==> src/rtl/riscv_pkg.sv <==
// Shared constants for the RV32 core slice.
package riscv_pkg;

   localparam int STORE_BUFFER_DEPTH = 4;

endpackage

==> src/rtl/store_buffer_forward.sv <==
// Store-to-load forwarding lookup: returns the youngest buffered store whose
// address matches the lookup address.
module store_buffer_forward #(
   parameter int XLEN  = 32,
   parameter int DEPTH = 4
) (
   input  logic [DEPTH-1:0][XLEN-1:0] entry_address,
   input  logic [DEPTH-1:0][XLEN-1:0] entry_data,
   input  logic [DEPTH-1:0]           entry_valid,
   input  logic [$clog2(DEPTH):0]     head_ptr,
   input  logic [$clog2(DEPTH):0]     tail_ptr,
   input  logic [XLEN-1:0]            lookup_address,
   output logic                       hit,
   output logic [XLEN-1:0]            hit_data
);

   localparam int IW = $clog2(DEPTH);
   localparam int PW = IW + 1;

   logic [PW-1:0] count;
   logic [IW-1:0] idx;

   // Walk oldest to youngest so a later (younger) match overrides an older one.
   always_comb begin
      hit      = 1'b0;
      hit_data = '0;
      idx      = '0;
      count    = tail_ptr - head_ptr;
      for (int k = 0; k < DEPTH; k++) begin
         idx = head_ptr[IW-1:0] + IW'(k);
         if ((PW'(k) < count) && entry_valid[idx] &&
             (entry_address[idx] == lookup_address)) begin
            hit      = 1'b1;
            hit_data = entry_data[idx];
         end
      end
   end

endmodule

==> src/rtl/store_buffer.sv <==
// In-order store FIFO between the core data port and the memory bus.
// Optional store-to-load forwarding is enabled by defining STORE_BUFFER_FORWARD_EN.
module store_buffer
   import riscv_pkg::*;
#(
   parameter int XLEN  = 32,
   parameter int DEPTH = STORE_BUFFER_DEPTH
) (
   input  logic                     clk,
   input  logic                     n_rst,
   input  logic                     core_write_enable,
   input  logic [XLEN-1:0]          core_address,
   input  logic [XLEN-1:0]          core_write_data,
   output logic [XLEN-1:0]          core_read_data,
   output logic                     stall,
   output logic                     overflow,
   output logic [$clog2(DEPTH):0]   occupancy,
   output logic                     bus_valid,
   input  logic                     bus_ready,
   output logic [XLEN-1:0]          bus_address,
   output logic [XLEN-1:0]          bus_write_data,
   input  logic [XLEN-1:0]          bus_read_data
);

   localparam int IW = $clog2(DEPTH);
   localparam int PW = IW + 1;
   localparam logic [PW-1:0] WRAP_BIT = PW'(DEPTH);

   typedef struct packed {
      logic [XLEN-1:0] address;
      logic [XLEN-1:0] data;
   } entry_t;

   entry_t        entries [DEPTH];
   logic [PW-1:0] wr_ptr;
   logic [PW-1:0] rd_ptr;
   logic          full;
   logic          empty;
   logic          push;
   logic          pop;

   // The extra pointer bit separates full from empty when the indices coincide.
   assign empty     = (wr_ptr == rd_ptr);
   assign full      = ((wr_ptr ^ rd_ptr) == WRAP_BIT);
   assign occupancy = wr_ptr - rd_ptr;

   assign bus_valid      = !empty;
   assign bus_address    = entries[rd_ptr[IW-1:0]].address;
   assign bus_write_data = entries[rd_ptr[IW-1:0]].data;

   assign pop   = bus_valid && bus_ready;
   assign push  = core_write_enable && (!full || pop);
   assign stall = core_write_enable && full && !bus_ready;

   always_ff @(posedge clk) begin
      if (!n_rst) begin
         wr_ptr   <= '0;
         rd_ptr   <= '0;
         overflow <= 1'b0;
      end else begin
         if (push)
            wr_ptr <= wr_ptr + PW'(1);
         if (pop)
            rd_ptr <= rd_ptr + PW'(1);
         if (core_write_enable && !push)
            overflow <= 1'b1;
      end
   end

   // Entry storage carries no reset; only the pointers define what is live.
   always_ff @(posedge clk) begin
      if (push)
         entries[wr_ptr[IW-1:0]] <= '{address: core_address, data: core_write_data};
   end

`ifdef STORE_BUFFER_FORWARD_EN
   logic [DEPTH-1:0][XLEN-1:0] flat_address;
   logic [DEPTH-1:0][XLEN-1:0] flat_data;
   logic [DEPTH-1:0]           entry_valid;
   logic [IW-1:0]              offset;
   logic                       fwd_hit;
   logic [XLEN-1:0]            fwd_data;

   always_comb begin
      flat_address = '0;
      flat_data    = '0;
      entry_valid  = '0;
      offset       = '0;
      for (int i = 0; i < DEPTH; i++) begin
         flat_address[i] = entries[i].address;
         flat_data[i]    = entries[i].data;
         offset          = IW'(i) - rd_ptr[IW-1:0];
         entry_valid[i]  = ({1'b0, offset} < occupancy);
      end
   end

   store_buffer_forward #(
      .XLEN  (XLEN),
      .DEPTH (DEPTH)
   ) u_forward (
      .entry_address  (flat_address),
      .entry_data     (flat_data),
      .entry_valid    (entry_valid),
      .head_ptr       (rd_ptr),
      .tail_ptr       (wr_ptr),
      .lookup_address (core_address),
      .hit            (fwd_hit),
      .hit_data       (fwd_data)
   );

   assign core_read_data = fwd_hit ? fwd_data : bus_read_data;
`else
   logic unused_address;

   assign unused_address = ^core_address;
   assign core_read_data = bus_read_data;
`endif

endmodule

==> config.mk <==
export PLATFORM = sky130hd
export DESIGN_NAME = store_buffer
export DESIGN_NICKNAME = d
export VERILOG_FILES = /design/src/rtl/riscv_pkg.sv /design/src/rtl/store_buffer_forward.sv /design/src/rtl/store_buffer.sv
export SDC_FILE = /design/constraint.sdc
export NUM_CORES = 1
export LEC_CHECK = 0
export CAP_MARGIN = 20
export CORE_ASPECT_RATIO = 2
export CORE_MARGIN = 2
export CORE_UTILIZATION = 40
export DETAILED_ROUTE_END_ITERATION = 8
export PLACE_DENSITY = 0.75
export SLEW_MARGIN = 25
export SYNTH_ARGS = -nofsm -noshare
export SYNTH_HDL_FRONTEND = slang
export SYNTH_SLANG_ARGS = --single-unit
==> constraint.sdc <==
create_clock -name clk -period 5.7 [get_ports clk]
set_input_delay 0.57 -clock clk [delete_from_list [all_inputs] [get_ports clk]]
set_output_delay 0.57 -clock clk [all_outputs]
set_load 0.05 [all_outputs]
-- Word-level counts from Yosys, hierarchy flattened
Memories as Yosys holds them, arrays and structs flattened. A register that Yosys moved wholly into a read port is not among the register bits.
Index checks and enable logic that the tools add are counted.
- output and inout port bits: 102
- memories kept: 1
- logic and storage cells: 24
- input bits: 100
- memory bits (writable): 256
- register bits after elaboration: 7
- multiplexer cells: 4
- add/sub/neg operators: 3
- bitwise gates (word level): 1
- equality and inequality tests: 2
- reductions and logical operators: 10
- memories (name ; depth ; width ; read ports ; clocked after memory_dff ; write ports ; RTL line ; source):
    entries ; 4 ; 64 ; 1 ; 1 ; 1 ; store_buffer.sv:34 ; entry_t entries [DEPTH];
- operators by type and width (kind ; number):
    3-bit by 1-bit adder with 3-bit output (second input constant) ; 2
    1-bit logical AND ; 5
    1-bit zero test ; 4
    2-bit two-way mux ; 2
    3-bit == test ; 1
    3-bit == test (second input constant) ; 1
    3-bit subtractor ; 1
    3-bit bitwise XOR ; 1
    1-bit two-way mux ; 2
    1-bit logical OR ; 1

-- Longest topological paths before layout
Gate-level depths: netlist of the first run.
- depth after elaboration: 7
- gate-level depth with buffers: 5
- depth with buffers taken out: 5

-- Worst setup path after synthesis of the first run
Ideal clock, no wire load.
- kind: flip-flop to flip-flop
- start: register wr_ptr[0]
- end: memory entries[3][0] (netlist bit), enable pin
- arrival time: 5.339 ns
- stages on the path, launching flop included: 6
- path buffers: 0
- setup slack: -0.203 ns
- library setup time: 0.565 ns
- clock period less this slack: 5.903 ns
- cells stage by stage: dfxtp_1 inv_1 ha_1 nand2_1 nor3_1 nor3_1
- longest elaborated chain between the ends: 7
- ends and longest elaborated chain (what ; RTL line ; source):
    start: declaration ; store_buffer.sv:35 ; logic [PW-1:0] wr_ptr;
    start signal: assignment ; store_buffer.sv:62 ; wr_ptr <= wr_ptr + PW'(1);
    3-bit bitwise XOR or 3-bit == test (tied branches) ; store_buffer.sv:44, store_buffer.sv:43 ;
    3-bit == test or 1-bit zero test (tied branches) ; store_buffer.sv:44, store_buffer.sv:47 ;
    1-bit zero test or 1-bit logical AND (tied branches) ; store_buffer.sv:52, store_buffer.sv:51 ;
    1-bit logical OR ; store_buffer.sv:52 ; assign push = core_write_enable && (!full || pop);
    1-bit logical AND ; store_buffer.sv:52 ;
    1-bit two-way mux ; store_buffer.sv:72 ; if (push)
    1-bit two-way mux (implied by the code) ; store_buffer.sv:73 ; entries[wr_ptr[IW-1:0]] <= '{address: core_address, data: core_write_data};
    end: declaration ; store_buffer.sv:34 ;
Parallel ways exist; a longest one is shown, timed or not.

==> summary.md, run 1 <==
| Metric | Value |
|---|---|
| Cells after DPL | `around 850` |
| Die area | `26,400 µm²` |
| Initial antenna violation count | `0` |
| Residual overflow from global routing | `0` |
| CP endpoint kind | `output pin` |
| Initial Utilization | `between 40% and 50%` |
| CP Max Fanout | `20` |
| Cells after Synth | `about 430` |
| Final nets | `roughly 660` |
| Area added between synthesis and finish | `23.3%` |
| Detailed-route via count | `roughly 4,500` |
| Vias in the first global route | `a little over 5,000` |
| Top Family by Delay on Critical Path | `buffers and inverters` |
| Met1 usage | `15.7%` |
| I/O pin count | `between 200 and 250` |
| CP max-delay cell | `clkdlybuf4s50_1` |
| Final Non-Filler Cells | `between 800 and 900` |
| Unrepaired setup endpoints after global routing | `false` |
| Worst-Skew Late Latency | `0.51 ns` |
| Slew Viols, Final | `0` |
| Global route hottest layer | `met2` |
| PostCTS Resize Cnt | `0` |
| Final Hold Vio Count | `0` |
| # setup viols final | `0` |
| Maximum root-to-sink buffer count | `3` |
| Clock skew | `slightly below 0.01 ns` |
| DR WL/cell | `around 21 µm` |
| # diodes | `0` |
| Setup bufs post-CTS | `0` |
| Fmax achieved | `a little under 300 MHz` |
| Buf/Inv on CP | `2` |
| CTS H-Tree Depth | `1` |
| PwrDens | `~390 nW/µm²` |
| Period minus WS final | `~3.4 ns` |
| Total leakage power | `3.87 nW` |
| Worst path required time | `between 5 and 6 ns` |
| Slew @ Worst Pin | `between 0.9 and 1 ns` |
| Die Y | `approximately 230 µm` |
| Setup_tns | `0 ns` |
| Core area | `24,500 µm²` |
| TritonCTS Buffers | `23` |
| Post-synthesis sequential area ratio | `78.7%` |
| Max VDD drop | `0.263 mV` |
| Worst min path class | `flip-flop to flip-flop` |
| Core Rows | `81` |
| GRT Total Usage | `roughly 15%` |
| Slew headroom | `approximately a third` |
| YS warnings | `0` |
| CTS sink count | `about 270` |
| CTS tree | `done` |
| CTS Root Cell | `clkbuf_16` |
| Leading cell type in the layout, fill and taps excluded | `edfxtp_1` |
| Reg clk slew, reported paths | `around 0.06 ns` |
| # DRC | `0` |
| Met2 usage | `27.0%` |
| Pin count of the biggest net entering global routing | `65` |
| Share of cells above drive strength 1 | `~20%` |
| ANT nets after route | `0` |
| Routability cong. | `~0.75` |
| Net count after synthesis | `approximately 540` |
| Hold Buf Count CTS | `0` |
| Area leader, netlist | `edfxtp_1` |
| Overall Power | `a little under 5 mW` |
| Synth cell types | `26` |
| GRT met3 Usage | `approximately 2.5%` |
| Status | `completed` |
| CP peak stage delay | `roughly 0.73 ns` |
| Hpwl dp | `11,500 µm` |
| DR iter-0 viols | `approximately 250` |
| Setup crit start kind | `flip-flop` |
| Width of the die | `roughly 120 µm` |
| Crit-path cells | `buf_4 > mux4_2 > clkdlybuf4s50_1` |
| Final WL | `19,000 µm` |
| #FFs+latches synth | `about 270` |
| Most frequent cells in the layout | `edfxtp_1, clkdlybuf4s50_1, mux4_2` |
| Global-route wire length before repair | `~28,000 µm` |
| R2R setup slack | `approximately 3.3 ns` |
| DR pass1 iterations | `4` |
| Maxcap violations | `0` |
| Mean Syn Cell Area | `roughly 23 µm²` |
| Fin crit share | `59.4%` |
| Synthesized cell area | `10,000 µm²` |
| Synth area leaders | `edfxtp_1, mux4_2, buf_4` |
| DR vias/cell | `4.99` |
| Data arrival time of the worst path | `2.82 ns` |
| Critical path type | `flip-flop to output pin` |
| Port buffer count | `around 140` |
| Synth top area share | `~77%` |
| # fillers | `~2,000` |
[routing by layer]
layer | wire length, µm | vias to the layer above
met5 | 0 | -
met4 | 726 | 0
met3 | 834 | 55
met2 | 10700 | 132
met1 | 6760 | 2305
li1 | - | 1993
[where the power goes]
part / total (mW) / internal, mW / leakage (nW) / switching, mW
combinational: 1.07 / 0.426 / 1.10 / 0.648
sequential: 2.29 / 2.23 / 2.43 / 0.0545
clock: 1.48 / 0.831 / 0.344 / 0.654
total: 4.85 / 3.49 / 3.87 / 1.36
[sequential cells by signal (all words and copies together) (netlist names), named ones only]
register  count
rd_ptr        3
overflow      1
wr_ptr        3
entries     256
[cell families after synthesis]
group	share of synthesized area (%)
fa+ha+maj	1.08
mux	14.9
simple gates	1.09
buf+inv	3.46
flops	78.7
compound gates	0.626
xor+xnor	0.175
[final timing paths]
path / depth (start not counted) / end / startpoint
worst min register to register: 1 / overflow / overflow
worst max register to register: 6 / entries[0][61] / wr_ptr[0]
worst max-delay path: 3 / bus_address[0] / flip-flop
worst min-delay path: 1 / overflow / overflow
[per-stage QoR]
step	hold WS (ns)	cell area [µm²]	utilization (%)	worst slack, ns
final	0.478	12300	50.3	2.31
after global routing	0.520	12300	50.3	2.16
after global placement	0.456	11500	47.0	2.26
after CTS	0.481	12200	49.9	1.67
after detailed placement	0.465	11500	47.0	2.23
after floorplan	0.469	10000	-	1.75
[cell usage after synthesis (all sizes together)]
master and n:
a31o 1, a31oi 1, and2 3, buf 45, clkbuf 2, dfxtp 9
edfxtp 256, fa 1, ha 7, inv 9, mux2i 5, mux4 64
nand2 10, nand2b 1, nand3 1, nand4b 2, nor3 2, nor4 1
o211ai 4, o21a 1, o31a 1, or4 1, xnor2 2
[cell type report]
cell class | instances | area, µm² | share of cell area [%]
Timing Repair Buffer | 144 | 1490 | 12.1
Inverter | 9 | 33.8 | 0.274
Multi-Input combinational cell | 108 | 1810 | 14.6
Clock buffer | 25 | 583 | 4.73
Sequential cell | 265 | 7880 | 63.9
Clock inverter | 15 | 130 | 1.06
Tap cell | 332 | 415 | 3.37
Note: power is estimated with default switching activity, not from simulation.
==> run 2: changes to the inputs <==
clock period = 2.85 ns   (was 5.7 ns; I/O delays follow)
==> summary.md, run 2 (synthesis results as in run 1) <==
| Metric | Value |
|---|---|
| DR vias/cell | `~5` |
| Setup_tns | `0 ns` |
| Hpwl dp | `12,900 µm` |
| Fin crit share | `around 97%` |
| Routability cong. | `approximately 0.73` |
| Worst path required time | `about 2.6 ns` |
| Vias in the first global route | `between 5,000 and 6,000` |
| Worst hold endpoint | `entries[1][34]` |
| Initial antenna violation count | `4` |
| CTS tree | `done` |
| Maximum root-to-sink buffer count | `3` |
| Critical path type | `flip-flop to output pin` |
| Port buffer count | `137` |
| CTS Root Cell | `clkbuf_16` |
| Post-route cell area | `12,500 µm²` |
| Worst min path class | `input port to flip-flop` |
| CTS sink count | `~270` |
| Share of cells above drive strength 1 | `a little under a quarter` |
| Total leakage power | `4.10 nW` |
| Slew headroom | `between 60 and 70%` |
| Path depth of the worst reg2reg path | `4` |
| DR WL/cell | `between 20 and 25 µm` |
| DR iter-0 viols | `~280` |
| I/O pin count | `slightly above 200` |
| FF-to-FF Start | `wr_ptr[2]` |
| Period minus WS final | `~2.8 ns` |
| HP Start | `core_address[2]` |
| TritonCTS Buffers | `23` |
| Residual overflow from global routing | `0` |
| Final WL | `19,600 µm` |
| Core area | `about 25,000 µm²` |
| Slew Viols, Final | `0` |
| Clock skew | `~0.011 ns` |
| Most frequent cells in the layout | `edfxtp_1, clkdlybuf4s50_1, mux4_2` |
| CP Max Fanout | `37` |
| Pin count of the biggest net entering global routing | `between 60 and 70` |
| Final Non-Filler Cells | `a little over 900` |
| CP endpoint kind | `output pin` |
| Unrepaired setup endpoints after global routing | `false` |
| Largest register FFs | `256` |
| Max VDD drop | `slightly below 0.4 mV` |
| # setup viols final | `0` |
| Global-route wire length before repair | `between 20,000 and 30,000 µm` |
| Leading cell type in the layout, fill and taps excluded | `edfxtp_1` |
| Setup bufs post-CTS | `0` |
| Fmax achieved | `362 MHz` |
| Maxcap violations | `0` |
| PwrDens | `roughly 790 nW/µm²` |
| # fillers | `1,993` |
| Slew @ Worst Pin | `between 0.5 and 0.6 ns` |
| Overall Power | `~10 mW` |
| Core Rows | `81` |
| Detailed-route via count | `approximately 4,600` |
| Width of the die | `116 µm` |
| Status | `completed` |
| CTS H-Tree Depth | `1` |
| Final Hold Vio Count | `0` |
| Final nets | `664` |
| Initial Utilization | `roughly 41%` |
| GRT Total Usage | `roughly 15%` |
| Area added between synthesis and finish | `25.5%` |
| FF-to-FF End | `entries[1][42]` |
| # DRC | `0` |
| ANT nets after route | `0` |
| Setup crit start kind | `flip-flop` |
| Hold path cells | `1` |
| Worst-Skew Late Latency | `between 0.5 and 0.6 ns` |
| Cells after DPL | `about 860` |
| Die area | `between 20,000 and 30,000 µm²` |
| DR pass1 iterations | `4` |
| Reg clk slew, reported paths | `roughly 0.07 ns` |
| Data arrival time of the worst path | `between 2 and 2.5 ns` |
| R2R setup slack | `approximately 0.64 ns` |
| Dpl cell area | `around 12,000 µm²` |
| Die Y | `between 200 and 250 µm` |
==> run 2: repair_timing <==
| item | in CTS | in global routing |
|---|---|---|
| gates resized for setup | 1 | 17 |
| hold buffers | 0 | 0 |
| endpoints found under the setup margin | 1 | 17 |
==> run 2: critical path, cell delays in order (launching register included) <==
cell and delay (ns):
dfxtp_4 0.37, buf_12 0.29, mux4_2 0.56, clkdlybuf4s50_1 0.72
==> run 2: area by class of cell <==
class | count | area [µm²] | area share, %
Antenna cell | 3 | 7.51 | 0.0598
Clock buffer | 29 | 618 | 4.93
Clock inverter | 12 | 169 | 1.35
Inverter | 9 | 33.8 | 0.269
Multi-Input combinational cell | 108 | 1840 | 14.7
Sequential cell | 265 | 7880 | 62.8
Tap cell | 332 | 415 | 3.31
Timing Repair Buffer | 149 | 1590 | 12.6
==> run 2: worst max path at each step <==
stage | depth (start not counted) | startpoint | slack (ns) | to
after floorplan | 5 | wr_ptr[0] | 0.01 | entries[3][0]
after global placement | 4 | core_write_enable | 0.48 | stall
after detailed placement | 4 | core_write_enable | 0.45 | stall
after CTS | 4 | wr_ptr[1] | 0.002 | occupancy[2]
after global routing | 3 | flip-flop | 0.0007 | bus_address[13]
final | 3 | flip-flop | 0.08 | bus_write_data[25]
==> run 2: routing by layer <==
layer / GRT usage (%) / wire (µm) / vias up
li1: - / - / 2005
met1: 14.7 / 6420 / 2370
met2: 29.1 / 11400 / 135
met3: 2.97 / 959 / 57
met4: 7.14 / 808 / 2
met5: 0 / 13 / -
==> run 2: where the power goes <==
group	switching, mW	internal, mW
Combinational	1.35	0.862
Clock	1.31	1.91
Sequential	0.0668	4.47
==> run 2: stage by stage <==
stage / hold WS [ns] / setup WS [ns] / util [%]
final: 0.414 / 0.0845 / 51.2
after detailed placement: 0.510 / 0.454 / 47.8
after global routing: 0.405 / 0.000729 / 51.1
after floorplan: 0.384 / 0.0133 / -
after global placement: 0.456 / 0.477 / 47.8
after CTS: 0.385 / 0.00175 / 51.0
==> run 3: changes to the inputs <==
CTS_CLUSTER_SIZE = 28   (was unset)
==> summary.md, run 3 (synthesis results as in run 1) <==
| Metric | Value |
|---|---|
| Initial antenna violation count | `4` |
| TritonCTS Buffers | `23` |
| Maxcap violations | `0` |
| Detailed-route via count | `4,536` |
| CP Max Fanout | `37` |
| Pin count of the biggest net entering global routing | `65` |
| Slew @ Worst Pin | `0.582 ns` |
| Most frequent cells in the layout | `edfxtp_1, clkdlybuf4s50_1, mux4_2` |
| Die Y | `roughly 230 µm` |
| DR iter-0 viols | `~260` |
| Final Hold Vio Count | `0` |
| Port buffer count | `roughly 140` |
| Global route hottest layer | `met2` |
| Data arrival time of the worst path | `between 2 and 2.5 ns` |
| # DRC | `0` |
| CP peak stage delay | `between 0.7 and 0.8 ns` |
| Status | `completed` |
| Hpwl dp | `~13,000 µm` |
| DR vias/cell | `5.00` |
| Met2 usage | `29.2%` |
| Die area | `roughly 26,000 µm²` |
| Buf/Inv on CP | `2` |
| Core area | `about 25,000 µm²` |
| Unrepaired setup endpoints after global routing | `false` |
| Fmax achieved | `around 360 MHz` |
| Core Rows | `a little over 80` |
| Area added between synthesis and finish | `25.5%` |
| Crit-path cells | `buf_12 > mux4_2 > clkdlybuf4s50_1` |
| Worst-Skew Late Latency | `between 0.5 and 0.6 ns` |
| Pre-CTS worst setup slack | `between 0.4 and 0.5 ns` |
| CP max-delay cell | `clkdlybuf4s50_1` |
| Period minus WS final | `about 2.8 ns` |
| Clock skew | `0.00862 ns` |
| Reg clk slew, reported paths | `0.07 ns` |
| Total leakage power | `4.16 nW` |
| Maximum root-to-sink buffer count | `3` |
| CP endpoint kind | `output pin` |
| Fin crit share | `between 90% and 100%` |
| Max VDD drop | `approximately 0.44 mV` |
| Slew headroom | `between 60% and 70%` |
| GRT Total Usage | `between 10% and 20%` |
| Slew Viols, Final | `0` |
| Cells after DPL | `863` |
| Setup bufs post-CTS | `0` |
| Final nets | `664` |
| PwrDens | `around 800 nW/µm²` |
| Leading cell type in the layout, fill and taps excluded | `edfxtp_1` |
| Share of cells above drive strength 1 | `a little under a quarter` |
| I/O pin count | `about 200` |
| Final Non-Filler Cells | `between 900 and 1,000` |
| Worst path required time | `roughly 2.6 ns` |
| Setup_tns | `0 ns` |
| Critical path type | `flip-flop to output pin` |
| Worst min path class | `input port to flip-flop` |
| Routability cong. | `between 0.7 and 0.8` |
| ANT nets after route | `0` |
| CTS tree | `done` |
| Final WS setup | `0.0790 ns` |
| Setup crit start kind | `flip-flop` |
| CTS sink count | `about 270` |
| Hold Buf Count CTS | `0` |
| Width of the die | `approximately 120 µm` |
| DR pass1 iterations | `4` |
| Initial Utilization | `about two fifths` |
| CTS Root Cell | `clkbuf_16` |
| Met1 usage | `between 10% and 20%` |
| Vias in the first global route | `a little over 5,000` |
| Final WL | `slightly below 20,000 µm` |
| Top Family by Delay on Critical Path | `buffers and inverters` |
| GRT met3 Usage | `under 10%` |
| Residual overflow from global routing | `0` |
| Global-route wire length before repair | `29,200 µm` |
| CTS H-Tree Depth | `1` |
| DR WL/cell | `21.9 µm` |
| Largest register FFs | `256` |
| # setup viols final | `0` |
## run 3: changes by cell type in the layout (fill, tap and decap cells not counted), sizes merged
| cell | change |
|---|---|
| clkbuf | -5 |
| clkdlybuf4s50 | -7 |
| clkinv | +5 |
| diode | -1 |
| dlygate4sd2 | +1 |
| dlymetal6s2s | +6 |
| inv | +1 |
## run 3: final timing paths
| path | slack (ns) | endpoint | startpoint | cells past startpoint |
|---|---|---|---|---|
| hold / removal | 0.40 | entries[1][33] | core_address[1] | 1 |
| hold reg to reg | 0.51 | rd_ptr[1] | rd_ptr[1] | 2 |
| setup reg to reg | 0.63 | entries[1][6] | wr_ptr[2] | 4 |
| setup / recovery | 0.08 | bus_write_data[30] | flip-flop | 3 |
## run 3: what timing repair did
action,4_1_cts,5_1_grt
gates cloned,0,0
gates resized for setup,2,23
endpoints found under the setup margin,2,23
## run 3: where the power goes
group / total (mW) / switching, mW / internal [mW]
Combinational: 2.21 / 1.36 / 0.857
Clock: 3.21 / 1.36 / 1.85
Sequential: 4.53 / 0.0674 / 4.47
Total: 9.95 / 2.78 / 7.18
## run 3: through the flow
stage	power, mW	hold slack [ns]	instance area (µm²)	util (%)
global route	10.3	0.396	12500	51.2
floorplan	6.22	0.384	10100	-
finish	9.95	0.400	12600	51.2
global placement	6.83	0.456	11700	47.8
CTS	10.1	0.379	12500	50.9
detailed placement	6.88	0.510	11700	47.8
## run 3: cell type report
class                           count  area (µm²)
Antenna cell                        2        5.00
Timing Repair Buffer              149        1600
Tap cell                          332         415
Clock inverter                     18         201
Sequential cell                   265        7880
Inverter                            9        33.8
Multi-Input combinational cell    108        1840
Fill cell                        1992       12000
Clock buffer                       24         579
## run 3: per-layer routing
metal	vias up	routed length, µm	part of all wire, %
met2	125	11300	57
met4	4	879	4.4
met1	2331	6590	33
met5	-	28	0.14
li1	2011	-	-
met3	65	1010	5.1
